<file path="config.mk">
export PLATFORM = sky130hd
export DESIGN_NAME = multicycle_adder
export DESIGN_NICKNAME = d
export VERILOG_FILES = /design/src/rtl/multicycle_adder.sv
export SDC_FILE = /design/constraint.sdc
export NUM_CORES = 1
export LEC_CHECK = 0
export CORE_MARGIN = 2
export CORE_UTILIZATION = 45
export DETAILED_ROUTE_END_ITERATION = 8
export PLACE_DENSITY = 0.79
export SYNTH_ARGS = -nofsm -noshare
export SYNTH_HDL_FRONTEND = slang
export SYNTH_SLANG_ARGS = --single-unit
</file>
<file path="constraint.sdc">
create_clock -name clk -period 5.73 [get_ports clk]
set_clock_uncertainty 0.15 [all_clocks]
set_input_delay 1.146 -clock clk [delete_from_list [all_inputs] [get_ports clk]]
set_output_delay 1.146 -clock clk [all_outputs]
set_load 0.02 [all_outputs]
</file>
<file path="src/rtl/multicycle_adder.sv">
// multicycle_adder: digit-serial adder.
// The operands are captured once and then added DIGIT bits per cycle over
// N = WIDTH/DIGIT cycles, with the carry held in a register between digits.
// A valid/ready handshake on both sides is controlled by an IDLE/RUN/DONE FSM.
// Optional feature: define MULTICYCLE_ADDER_OVF_EN to add the signed-overflow
// output ovf, which is loaded together with sum.
module multicycle_adder #(
  parameter int WIDTH = 16,
  parameter int DIGIT = 4
) (
  input  logic             clk,
  input  logic             rst_n,
  input  logic             in_valid,
  output logic             in_ready,
  input  logic [WIDTH-1:0] a,
  input  logic [WIDTH-1:0] b,
  input  logic             cin,
  output logic             out_valid,
  input  logic             out_ready,
  output logic [WIDTH-1:0] sum,
  output logic             cout
`ifdef MULTICYCLE_ADDER_OVF_EN
  ,
  output logic             ovf
`endif
);

  localparam int N  = WIDTH / DIGIT;
  localparam int CW = (N > 1) ? $clog2(N) : 1;
  localparam logic [CW-1:0] LAST = CW'(N - 1);

  // Reject configurations that cannot be split into whole digits.
  if (DIGIT < 1 || (WIDTH % DIGIT) != 0) begin : g_param_chk
    $error("multicycle_adder: WIDTH must be a positive multiple of DIGIT");
  end

  typedef enum logic [1:0] {IDLE, RUN, DONE} state_e;

  state_e           state_q, state_d;
  logic             rdy_q, rdy_d;       // low until the first edge after reset
  logic [WIDTH-1:0] a_q, a_d, b_q, b_d; // operands, shifted down one digit per cycle
  logic [WIDTH-1:0] psum_q, psum_d;     // partial sum, filled from the top
  logic             carry_q, carry_d;
  logic [CW-1:0]    cnt_q, cnt_d;
  logic [WIDTH-1:0] sum_q, sum_d;
  logic             cout_q, cout_d;
`ifdef MULTICYCLE_ADDER_OVF_EN
  logic             ovf_q, ovf_d;
`endif

  logic [DIGIT-1:0] dig_s;
  logic             dig_c;
  logic [WIDTH-1:0] psum_nx;

  // Current digit is always the low DIGIT bits of the shifted operands.
  assign {dig_c, dig_s} = {1'b0, a_q[DIGIT-1:0]} + {1'b0, b_q[DIGIT-1:0]}
                        + (DIGIT+1)'(carry_q);

  // New digit enters at the top; after N cycles digit 0 sits at bit 0.
  assign psum_nx = (psum_q >> DIGIT) | (WIDTH'(dig_s) << (WIDTH - DIGIT));

  // FSM next state, operand capture, digit stepping and result load.
  always_comb begin
    state_d = state_q;
    rdy_d   = 1'b1;
    a_d     = a_q;
    b_d     = b_q;
    psum_d  = psum_q;
    carry_d = carry_q;
    cnt_d   = cnt_q;
    sum_d   = sum_q;
    cout_d  = cout_q;
`ifdef MULTICYCLE_ADDER_OVF_EN
    ovf_d   = ovf_q;
`endif
    case (state_q)
      IDLE: begin
        if (rdy_q && in_valid) begin
          a_d     = a;
          b_d     = b;
          carry_d = cin;
          cnt_d   = '0;
          psum_d  = '0;
          state_d = RUN;
        end
      end
      RUN: begin
        a_d     = a_q >> DIGIT;
        b_d     = b_q >> DIGIT;
        carry_d = dig_c;
        psum_d  = psum_nx;
        cnt_d   = cnt_q + CW'(1);
        if (cnt_q == LAST) begin
          sum_d   = psum_nx;
          cout_d  = dig_c;
`ifdef MULTICYCLE_ADDER_OVF_EN
          // a^b^s at the MSB recovers the carry into bit WIDTH-1.
          ovf_d   = a_q[DIGIT-1] ^ b_q[DIGIT-1] ^ dig_s[DIGIT-1] ^ dig_c;
`endif
          state_d = DONE;
        end
      end
      DONE: begin
        if (out_ready) state_d = IDLE;
      end
      default: state_d = IDLE;
    endcase
  end

  // State and datapath registers; reset aborts any operation in flight.
  always_ff @(posedge clk or negedge rst_n) begin
    if (!rst_n) begin
      state_q <= IDLE;
      rdy_q   <= 1'b0;
      a_q     <= '0;
      b_q     <= '0;
      psum_q  <= '0;
      carry_q <= 1'b0;
      cnt_q   <= '0;
      sum_q   <= '0;
      cout_q  <= 1'b0;
`ifdef MULTICYCLE_ADDER_OVF_EN
      ovf_q   <= 1'b0;
`endif
    end else begin
      state_q <= state_d;
      rdy_q   <= rdy_d;
      a_q     <= a_d;
      b_q     <= b_d;
      psum_q  <= psum_d;
      carry_q <= carry_d;
      cnt_q   <= cnt_d;
      sum_q   <= sum_d;
      cout_q  <= cout_d;
`ifdef MULTICYCLE_ADDER_OVF_EN
      ovf_q   <= ovf_d;
`endif
    end
  end

  assign in_ready  = rdy_q && (state_q == IDLE);
  assign out_valid = (state_q == DONE);
  assign sum       = sum_q;
  assign cout      = cout_q;
`ifdef MULTICYCLE_ADDER_OVF_EN
  assign ovf       = ovf_q;
`endif

endmodule
</file>
* Word-level counts from Yosys, hierarchy flattened
Cells that the tools add are included.
** Operators by class
- Add/sub/neg operators :: 3
- Eq/ne operators :: 6
- Muxes and demuxes :: 14
- Bitwise gates (word level) :: 1
- Reduce and logical (&&, ||, !) cells :: 7
** Operators by type and width (number)
- $pmux 16 s2 :: 3
- $mux 16 :: 3
- $or 12x16->16 :: 1
- $mux 2 :: 4
- $pmux 2 s3 :: 1
- $add 4x4->5 :: 1
- $add 5x1->5 :: 1
- $eq 2x2->1 const B :: 2
- $ne 2x2->1 const B :: 2
- $pmux 2 s2 :: 1
- $reduce_and 2->1 :: 2
- $reduce_and 3->1 :: 1
- $add 2x1->2 const B :: 1
- $eq 2x1->1 const B :: 1
- $logic_and 1x1->1 :: 2
- $logic_not 2->1 :: 1
- $ne 2x1->1 const B :: 1
- $pmux 1 s2 :: 1
- $reduce_bool 2->1 :: 1
- $mux 1 :: 1
** Storage, ports and cells
- Register bits :: 71
- Input port bits :: 37
- Output and inout bits :: 19
- Word-level logic and storage cells :: 40

* Depth between registers and ports, before layout
- Depth after elaboration :: 4
- Gate-level depth with buffers :: 7
- Depth with buffers taken out :: 7

* Worst setup path before layout
No wires, ideal clock.
- Kind :: flip-flop to output port
- Start point :: reg state_q[1]
- End point :: out in_ready
- Data arrival time :: 1.127 ns
- Setup slack :: 3.307 ns
- Cell stages (with the launch flop) :: 3
- Buffers on the path :: 1
- Path through :: dfrtp_1 > clkbuf_1 > nor3b_1
** Between the ends
- Longest elaborated chain between the ends :: 2
** RTL lines
- start, declared :: RTL line 39 : state_e state_q, state_d;
- start signal, assigned :: RTL line 126 : state_q <= state_d;
- $logic_not 2->1 :: RTL line 141 : assign in_ready = rdy_q && (state_q == IDLE);
- $logic_and 1x1->1 :: RTL line 141
- end, declared :: RTL line 14 : output logic in_ready,
Every way passes these cells.

* Final worst setup path
- Start point :: reg state_q[1]
- End point :: out out_valid
** Between the ends
- Longest elaborated chain between the ends :: 1
** RTL lines
- $eq 2x2->1 :: RTL line 142 : assign out_valid = (state_q == DONE);
- end, declared :: RTL line 18 : output logic out_valid,
Every way passes these cells.

==> impl_results.md <==
- Status: complete, no violations
- Top cell type's share of synthesized area: 0.570
- CTS tree: yes
- Number of fill cells in the layout: 507
- Die width: 84.9 um
- Final min period: 3.44 ns
- Number of buffers added on ports: 55
- Final Cycle Share: 0.601
- FP Rows: 29
- Slew margin rel.: 0.343
- H-tree Lvls: 3
- CP max stage cell: dfrtp_1
- EDFF count, synth: 0
- Synth Area per Inst: 12.4 sq um
- CP required: 4.43 ns
- Initial DRC count: 216
- Area contributors post-synth: dfrtp_1 57%, mux2i_1 8.2%, o21ai_0 8.2%
- Clock root cell: clkbuf_8
- Pwr Density: 570 nW/um^2
- Startpoint Class: flip-flop
- Fmax: 0.291 GHz
- #FFs+latches synth: 67
- Buffers & Inverters on Critical Path: 2
- Count leader, synth: dfrtp_1
- Die H: 84.9 um
- Worst setup EP type: output pin
- Top post-synthesis cells by count: 67 x dfrtp_1, 48 x o21ai_0, 24 x mux2i_1
- Fin nets: 330
- Worst-path clk slew: 0.07 ns
- IO Count: 56
- Post-synth top area cell: dfrtp_1
- Reg2reg path depth: 3
- Fin util: 0.587
- Hold path depth: 2
- # hold bufs at CTS: 0
- Overflow after GRT: 0
- RSZ-0062 raised after global routing: no
- Flip-flop and latch area: 1680 sq um
- Leak: 1.70 nW
- Post-CTS Setup Bufs: 0
- Worst-Margin Slew: 0.983 ns
- Largest net degree at the start of global routing: 68
- Crit path max fanout: 34
- Worst path depth: 3
- Crit path max-delay family: flip-flops
- Layout cell share with drive strength beyond 1: 0.120
- Final setup viols: 0
- Syn_nets: 280
- First-pass GRT wire length: 9.79 mm
- Vias in the first global route: 2013
- Via density: 5.45
- Number of hold violations in the final report: 0
- Crit path cell chain: nand2b_1 -> inv_1 -> clkdlybuf4s50_1
- TNS Setup: 0 ns
- Post-detailed-routing wire length: 5.80 mm
- Cells after Synth: 237
- Initial antenna violation count: 0
- GR Util All Layers: 0.174
- Syn-to-layout area delta: 26.6%
- Post-synthesis cell type count: 34
- Placer Congestion: 0.784
- Pins Over Slew Limit: 0
- Num CTS Buffers: 9
- Ys flop type: dfrtp_1
- Area occupied by multi-input gates: 1120 sq um
- Clock Latency Late Sink: 0.35 ns
- Hold WC Path Type: reg -> reg
- Starting Density: 0.463
- Routed Antenna Nets: 0
- Asr flop ratio synth: 1.00
- DRT Pass-1 Iters: 4
- Die ar.: 7200 sq um
- Worst ir drop on vdd: 0.379 mV
- Seq/Total Area, Yosys: 0.570
- Ant. Diodes: 0
- Arrival time worst endpoint: 2.15 ns
- DR WL/cell: 15.7 um
- Post-Syn Area: 2940 sq um
- Worst stage delay on the critical path: 0.96 ns
- CTS resizes: 0
- Clock Path Buffers: 2
- Vias: 2011
- Placement Cell Area: 3480 sq um
- Core footprint: 6350 sq um
- Ys Warns: 0
- Post-route DRC: 0
- DP HPWL: 3.80 mm
- Overall power: 2.12 mW
- Maxcap violations: 0
- Kind of critical path: reg -> out
- Final Instance Area: 3720 sq um
- Clock sink count: 67
==> per-layer routing <==
| layer | vias to the layer above | wire length [um] | global-route usage |
|---|---|---|---|
| met5 | - | 0 | 0 |
| met4 | 0 | 85 | 0.0693 |
| met3 | 7 | 304 | 0.0399 |
| met2 | 69 | 2770 | 0.261 |
| met1 | 971 | 2640 | 0.247 |
| li1 | 964 | - | - |
==> cell type report <==
cell class	count	share of cell area
tap	77	0.0259
multi-input combinational	147	0.302
inverter	5	0.00504
sequential	67	0.450
clock inverter	7	0.0333
clock buffer	9	0.0333
timing repair buffer	57	0.150
==> registers in the layout (all words and copies together) (netlist names), 2 cells and up <==
register,cells
a_q,16
state_q,2
b_q,16
psum_q,12
cnt_q,2
sum,16
==> stage by stage <==
| stage | hold WS (ns) | instances | setup WS [ns] |
|---|---|---|---|
| 6_report | 0.339 | 369 | 2.29 |
| 5_1_grt | 0.379 | 369 | 2.16 |
| 4_1_cts | 0.338 | 369 | 2.30 |
| 3_5_place_dp | 0.321 | 353 | 2.24 |
| 3_3_place_gp | 0.311 | 353 | 2.29 |
| 2_1_floorplan | 0.311 | 237 | 3.31 |
==> tightest hold or removal path, delay by kind of cell (launching register included) <==
kind	cells	cell delay, ns
compound gates	1	0.06
flops	1	0.34
simple gates	1	0.05
==> placed cells by master (no fill, tap or decap), drive strengths merged <==
cell	Yosys	final
mux2i	24	24
clkinvlp	0	1
a211o	1	1
conb	1	1
a21oi	3	3
o21bai	1	1
nor2b	1	1
ha	4	4
nor3	1	1
nand3b	2	2
bufinv	0	3
clkdlybuf4s50	0	54
inv	5	6
nand2b	2	2
clkbuf	6	9
xnor2	1	1
clkinv	0	2
nor2	1	1
a21o	1	1
nand2	6	6
dfrtp	67	67
or2	1	1
and4	1	1
a22o	18	18
a221o	1	1
nor3b	1	1
o211ai	2	2
buf	12	3
mux2	13	13
fa	2	2
o21ai	55	55
nand3	1	1
or4b	1	1
o2bb2ai	2	2
==> where the power goes <==
part / internal, mW / switching (mW)
clock: 0.292 / 0.191
combinational: 0.399 / 0.436
sequential: 0.670 / 0.136
total: 1.36 / 0.763
==> logic make-up (layout without fill, tap and decap cells) <==
group,count (synthesis),count (layout),share of synthesized area
simple gates,18,18,0.0366
fa+ha+maj,6,6,0.0306
compound gates,84,84,0.179
mux,37,37,0.131
other cells,1,1,0.00127
flops,67,67,0.570
xor+xnor,1,1,0.00298
buf+inv,23,78,0.0489
==> final timing paths <==
kind | startpoint | endpoint | slack (ns)
setup reg to reg | state_q[1]$_DFFE_PN0P_ | a_q[0]$_DFFE_PN0P_ | 3.22
max in group asynchronous | rst_n | b_q[10]$_DFFE_PN0P_ | 4.07
hold reg to reg | cout$_DFFE_PN0P_ | cout$_DFFE_PN0P_ | 0.34
setup / recovery | state_q[1]$_DFFE_PN0P_ | out_valid | 2.29
min in group asynchronous | rst_n | sum[12]$_DFFE_PN0P_ | 0.81
hold / removal | cout$_DFFE_PN0P_ | cout$_DFFE_PN0P_ | 0.34
No activity file was read; power rests on OpenSTA's default activity.
